===== src/rtl/xstream_tx_pkg.sv =====
// Shared definitions for the xstream_tx slice: bus widths, register map and
// STATUS bit positions, plus a helper that packs the STATUS word.
package xstream_tx_pkg;

    localparam int unsigned DATA_W = 32;
    localparam int unsigned ADDR_W = 8;

    // Register offsets relative to BASE.
    typedef enum logic [1:0] {
        REG_DATA   = 2'd0,
        REG_STATUS = 2'd1,
        REG_CTRL   = 2'd2,
        REG_THRESH = 2'd3
    } reg_off_e;

    // STATUS layout, MSB-first: full, empty, ovf, zeros, level.
    localparam int unsigned ST_FULL  = DATA_W - 1;
    localparam int unsigned ST_EMPTY = DATA_W - 2;
    localparam int unsigned ST_OVF   = DATA_W - 3;

    // Level occupies the low bits; caller passes it zero-extended.
    function automatic logic [DATA_W-1:0] status_word(
        input logic              full,
        input logic              empty,
        input logic              ovf,
        input logic [DATA_W-1:0] level
    );
        logic [DATA_W-1:0] w;
        w           = level;
        w[ST_FULL]  = full;
        w[ST_EMPTY] = empty;
        w[ST_OVF]   = ovf;
        return w;
    endfunction

endpackage


===== src/rtl/xfifo_sync.sv =====
// Synchronous FIFO with push/pop/flush.
// Ports: clk, rst (sync, active-high); push/push_data write side; pop read
// side (ignored when empty); flush empties the queue and wins over push;
// head = word at read pointer; full/empty/level status; drop_c flags a push
// rejected for lack of space in the current cycle.
module xfifo_sync #(
    parameter int unsigned WIDTH      = 32,
    parameter int unsigned DEPTH_LOG2 = 4
) (
    input  logic                  clk,
    input  logic                  rst,
    input  logic                  push,
    input  logic [WIDTH-1:0]      push_data,
    input  logic                  pop,
    input  logic                  flush,
    output logic [WIDTH-1:0]      head,
    output logic                  full,
    output logic                  empty,
    output logic [DEPTH_LOG2:0]   level,
    output logic                  drop_c
);

    localparam int unsigned DEPTH = 1 << DEPTH_LOG2;
    localparam int unsigned LVL_W = DEPTH_LOG2 + 1;

    logic [WIDTH-1:0]      mem [DEPTH];
    logic [DEPTH_LOG2-1:0] wr_ptr;
    logic [DEPTH_LOG2-1:0] rd_ptr;
    logic [LVL_W-1:0]      count;
    logic                  push_ok;
    logic                  pop_ok;

    // Space is judged on the cycle-start level, so a same-cycle pop never helps.
    assign full    = (count == LVL_W'(DEPTH));
    assign empty   = (count == '0);
    assign push_ok = push && !full && !flush;
    assign pop_ok  = pop && !empty;
    assign drop_c  = push && full && !flush;
    assign level   = count;
    assign head    = mem[rd_ptr];

    // Pointer and occupancy tracking; flush realigns read to write pointer.
    always_ff @(posedge clk) begin
        if (rst) begin
            wr_ptr <= '0;
            rd_ptr <= '0;
            count  <= '0;
        end else begin
            if (push_ok) begin
                wr_ptr <= wr_ptr + DEPTH_LOG2'(1);
            end
            if (flush) begin
                rd_ptr <= wr_ptr;
                count  <= '0;
            end else begin
                if (pop_ok) begin
                    rd_ptr <= rd_ptr + DEPTH_LOG2'(1);
                end
                count <= count + LVL_W'(push_ok) - LVL_W'(pop_ok);
            end
        end
    end

    // Storage is deliberately not cleared by reset.
    always_ff @(posedge clk) begin
        if (push_ok && !rst) begin
            mem[wr_ptr] <= push_data;
        end
    end

endmodule


===== src/rtl/xstream_tx.sv =====
// Memory-mapped stream transmitter: bus writes to DATA queue words into a
// FIFO drained on a valid/ready stream port.
// Ports: clk, rst (sync, active-high); data_sel/data_we/data_addr/data_to_wr
// bus request; data_to_rd combinational read data; m_valid/m_data/m_ready
// stream master; irq (only when XSTREAM_TX_IRQ_EN is defined) asserts while
// FIFO level <= THRESH.
// Registers at BASE+0..3: DATA (W), STATUS (R, write clears ovf), CTRL
// (bit0 write flushes), THRESH (R/W with XSTREAM_TX_IRQ_EN, else reads 0).
module xstream_tx
    import xstream_tx_pkg::*;
#(
    parameter logic [ADDR_W-1:0] BASE       = ADDR_W'('h10),
    parameter int unsigned       DEPTH_LOG2 = 4
) (
    input  logic              clk,
    input  logic              rst,
    input  logic              data_sel,
    input  logic              data_we,
    input  logic [ADDR_W-1:0] data_addr,
    input  logic [DATA_W-1:0] data_to_wr,
    output logic [DATA_W-1:0] data_to_rd,
    output logic              m_valid,
    output logic [DATA_W-1:0] m_data,
    input  logic              m_ready
`ifdef XSTREAM_TX_IRQ_EN
    ,
    output logic              irq
`endif
);

    localparam int unsigned LVL_W = DEPTH_LOG2 + 1;

    logic [ADDR_W-1:0] offset;
    logic              hit;
    reg_off_e          reg_sel;
    logic              push;
    logic              flush;
    logic              clr_ovf;
    logic              drop_c;
    logic              full;
    logic              empty;
    logic [LVL_W-1:0]  level;
    logic [DATA_W-1:0] head;
    logic              ovf;

    // Modular subtraction: anything below BASE wraps to a large offset.
    assign offset  = data_addr - BASE;
    assign hit     = data_sel && (offset < ADDR_W'(4));
    assign reg_sel = reg_off_e'(offset[1:0]);
    assign push    = hit && data_we && (reg_sel == REG_DATA);
    assign flush   = hit && data_we && (reg_sel == REG_CTRL) && data_to_wr[0];
    assign clr_ovf = hit && data_we && (reg_sel == REG_STATUS);

    xfifo_sync #(
        .WIDTH      (DATA_W),
        .DEPTH_LOG2 (DEPTH_LOG2)
    ) u_fifo (
        .clk       (clk),
        .rst       (rst),
        .push      (push),
        .push_data (data_to_wr),
        .pop       (m_ready),
        .flush     (flush),
        .head      (head),
        .full      (full),
        .empty     (empty),
        .level     (level),
        .drop_c    (drop_c)
    );

    assign m_valid = !empty;
    assign m_data  = head;

    // Sticky overflow flag.
    always_ff @(posedge clk) begin
        if (rst) begin
            ovf <= 1'b0;
        end else if (drop_c) begin
            ovf <= 1'b1;
        end else if (clr_ovf) begin
            ovf <= 1'b0;
        end
    end

`ifdef XSTREAM_TX_IRQ_EN
    logic [LVL_W-1:0] thresh;
    logic             wr_thresh;

    assign wr_thresh = hit && data_we && (reg_sel == REG_THRESH);

    // Low-watermark interrupt, registered from the current level.
    always_ff @(posedge clk) begin
        if (rst) begin
            thresh <= '0;
            irq    <= 1'b0;
        end else begin
            if (wr_thresh) begin
                thresh <= data_to_wr[LVL_W-1:0];
            end
            irq <= (level <= thresh);
        end
    end
`endif

    // Combinational read mux; zero outside the decoded window.
    always_comb begin
        data_to_rd = '0;
        if (hit) begin
            case (reg_sel)
                REG_STATUS: data_to_rd = status_word(full, empty, ovf, DATA_W'(level));
                REG_THRESH: begin
`ifdef XSTREAM_TX_IRQ_EN
                    data_to_rd = DATA_W'(thresh);
`else
                    data_to_rd = '0;
`endif
                end
                default:    data_to_rd = '0;
            endcase
        end
    end

endmodule


===== config.mk =====
export PLATFORM = sky130hd
export DESIGN_NAME = xstream_tx
export DESIGN_NICKNAME = d
export VERILOG_FILES = /design/src/rtl/xstream_tx_pkg.sv /design/src/rtl/xfifo_sync.sv /design/src/rtl/xstream_tx.sv
export SDC_FILE = /design/constraint.sdc
export NUM_CORES = 1
export LEC_CHECK = 0
export BUFFER_PORTS_ARGS = -buffer_cell sky130_fd_sc_hd__buf_2
export CAP_MARGIN = 5
export CORE_MARGIN = 2
export CORE_UTILIZATION = 50
export DETAILED_ROUTE_END_ITERATION = 6
export PLACE_DENSITY = 0.67
export SLEW_MARGIN = 20
export SYNTH_ARGS = -nofsm -noshare
export SYNTH_HDL_FRONTEND = slang
export SYNTH_SLANG_ARGS = --single-unit

===== constraint.sdc =====
create_clock -name clk -period 9.1 [get_ports clk]
set_input_delay 1.82 -clock clk [delete_from_list [all_inputs] [get_ports clk]]
set_output_delay 1.82 -clock clk [all_outputs]
set_load 0.05 [all_outputs]

==> impl_metrics.env <==
export IMPL_crit_type="reg2out"
export IMPL_synth_edf_count=512
export IMPL_status="finished clean"
export IMPL_layout_area_seq_mm2=0.0157
export IMPL_total_power_mw=5.90
export IMPL_cts_hold_buf=0
export IMPL_rsz0062_at_grt="no"
export IMPL_min_delay_start="ovf"
export IMPL_wl_met1_um=17300
export IMPL_postCtsResizedCells=0
export IMPL_syn_to_final_growth_pct=13.4
export IMPL_rows=74
export IMPL_root_buffer="clkbuf_16"
export IMPL_synth_area_mm2=0.0204
export IMPL_r2r_start="u_fifo.level[3]"
export IMPL_drv_cap=0
export IMPL_start_util=0.503
export IMPL_tritoncts="yes"
export IMPL_drive_above_1_share=0.310
export IMPL_clkTransAtPathRegs_ns=0.06
export IMPL_clock_latency_ns=0.61
export IMPL_grt_pass1_wl_um=62000
export IMPL_postSynthCellCount=947
export IMPL_skew_ns=0.0223
export IMPL_slew_violations=0
export IMPL_fmax_mhz=187
export IMPL_vias=9572
export IMPL_reg2regPathDepth=14
export IMPL_grt_pass1_vias=9876
export IMPL_cts_sinks=530
export IMPL_hold_depth=2
export IMPL_tightest_slew_ns=1.13
export IMPL_gp_congestion=0.714
export IMPL_post_cts_setup_buffers=0
export IMPL_syn_avg_cell_area_um2=21.6
export IMPL_via_per_inst=5.86
export IMPL_drtAntennaViolNets=0
export IMPL_routed_wl_um=41400
export IMPL_cp_start_kind="flop"
export IMPL_whs_endpoint="ovf"
export IMPL_drc=0
export IMPL_cts_buffer_depth=3
export IMPL_critical_path_arrival_ns=3.53
export IMPL_r2r_slack_ns=5.98
export IMPL_highest_layer="met5"
export IMPL_final_fill_count=3002
export IMPL_post_route_period_util=0.588
export IMPL_r2r_end="u_fifo.level[4]"
export IMPL_dr_pass1_iters=5
export IMPL_seq_area_frac_synth=0.771
export IMPL_synth_seq_cells=530
export IMPL_path_max_fanout=72
export IMPL_numCtsBuffers=53
export IMPL_p_leak_nw=7.30
export IMPL_end_kind="output pin"
export IMPL_synth_cell_types=43
export IMPL_drtIter0Drc=890
export IMPL_crit_required_ns=7.28
export IMPL_gr_total_overflow=0
export IMPL_multi_input_area_mm2=0.00447
export IMPL_min_path_type="reg2reg"
export IMPL_detail_route_wl_per_cell_um=25.4
export IMPL_port_buffer_count=85
export IMPL_synth_main_ff_cell="edfxtp_1"
export IMPL_finalNetCount=1117
export IMPL_fin_crit_ns=5.35
export IMPL_die_h_um=206
export IMPL_finalHoldViolCount=0
export IMPL_yosys_warnings=0
export IMPL_dp_hpwl_um=20600
export IMPL_die_width_um=206
export IMPL_grt_max_degree=101
export IMPL_setup_violations_final=0
export IMPL_core_area_mm2=0.0406
export IMPL_die_area_mm2=0.0425
export IMPL_relSlewSlack=0.250
export IMPL_grt_antenna_before_repair=2
export IMPL_grt_usage=0.203
export IMPL_p_per_area_mw_per_mm2=255
export IMPL_fin_tns_setup_ns=0
export IMPL_io_pins=110
export IMPL_htree_levels=2
export IMPL_vdd_ir_drop_worst_mv=0.321
export IMPL_met3_wirelength_um=2570
export IMPL_wl_met2_um=20700
export IMPL_async_reset_ff_frac=0
## synthesized netlist by cell type (4+ instances only)
cell type	count	area, µm²
and2_1	4	25.0
clkbuf_1	27	101
nand3_1	10	50.1
ha_1	11	138
edfxtp_1	512	15400
dfxtp_1	18	360
xor2_1	4	35.0
buf_4	24	180
buf_2	13	65.1
inv_1	12	45.0
nor4_1	5	31.3
buf_1	5	18.8
nor2_1	29	109
a22oi_1	64	480
nand2_1	37	139
mux4_2	128	2880
a21oi_1	5	25.0
nor2b_1	4	25.0
## routing by layer
layer / track usage / vias to the layer above
li1: - / 4118
met3: 0.0401 / 62
met1: 0.282 / 5062
met5: 0 / -
met4: 0.0518 / 2
met2: 0.333 / 328
## through the flow
step	utilization	hold WS, ns	area [µm²]	setup slack, ns	instances
6_report	0.571	0.556	23200	3.75	1634
5_1_grt	0.571	0.563	23100	3.50	1633
4_1_cts	0.571	0.545	23100	3.64	1633
3_5_place_dp	0.531	0.534	21500	3.95	1537
3_3_place_gp	0.531	0.526	21500	3.98	1537
2_1_floorplan	-	0.490	20500	3.29	970
## layout by cell type (no fill, tap or decap), drive strengths merged, types with 14 or more instances in the layout
cell	netlist	routed
edfxtp	512	512
mux4	128	128
buf	44	106
clkbuf	27	74
a22oi	64	64
nand2	37	37
nor2	29	29
conb	1	24
dfxtp	18	18
clkinv	0	16
inv	12	14
## area by class of cell
type                       count  share of cell area
sequential                   530               0.680
multi-input combinational    357               0.193
clock buffer                  74              0.0620
tap                          532              0.0288
timing repair buffer         106              0.0257
clock inverter                22             0.00816
inverter                      12             0.00195
antenna                        1            0.000108
## worst max-delay path by stage
stage,start,end
after floorplan,data_addr[7],data_to_rd[0]
after global placement,data_addr[7],data_to_rd[4]
after detailed placement,data_addr[7],data_to_rd[31]
after CTS,flop,m_data[30]
after global routing,flop,m_data[27]
final,flop,m_data[17]
## flip-flops by register name, indices dropped and copies added (netlist names), named ones only
name	flops
u_fifo.level	5
u_fifo.rd_ptr	4
u_fifo.mem	512
u_fifo.wr_ptr	4
ovf	1
## power breakdown
| part | switching, mW | internal [mW] | total, mW |
|---|---|---|---|
| clock network | 0.886 | 1.16 | 2.05 |
| registers | 0.0817 | 2.69 | 2.77 |
| logic | 0.593 | 0.491 | 1.08 |
| total | 1.56 | 4.34 | 5.90 |
## worst max-delay path, cell delays in order, from the launching register on
cell	delay, ns
dfxtp_4	1.06
buf_4	0.82
mux4_2	0.41
a22oi_1	0.21
nand2_1	0.15
buf_2	0.25
## kinds of logic after synthesis
logic type      synth area share
other cells             0.000184
mux                        0.142
simple gates              0.0263
fa+ha+maj                0.00772
xor+xnor                 0.00257
buf+inv                   0.0212
compound gates            0.0288
flops                      0.771
Note: power is estimated with default switching activity, not from simulation.
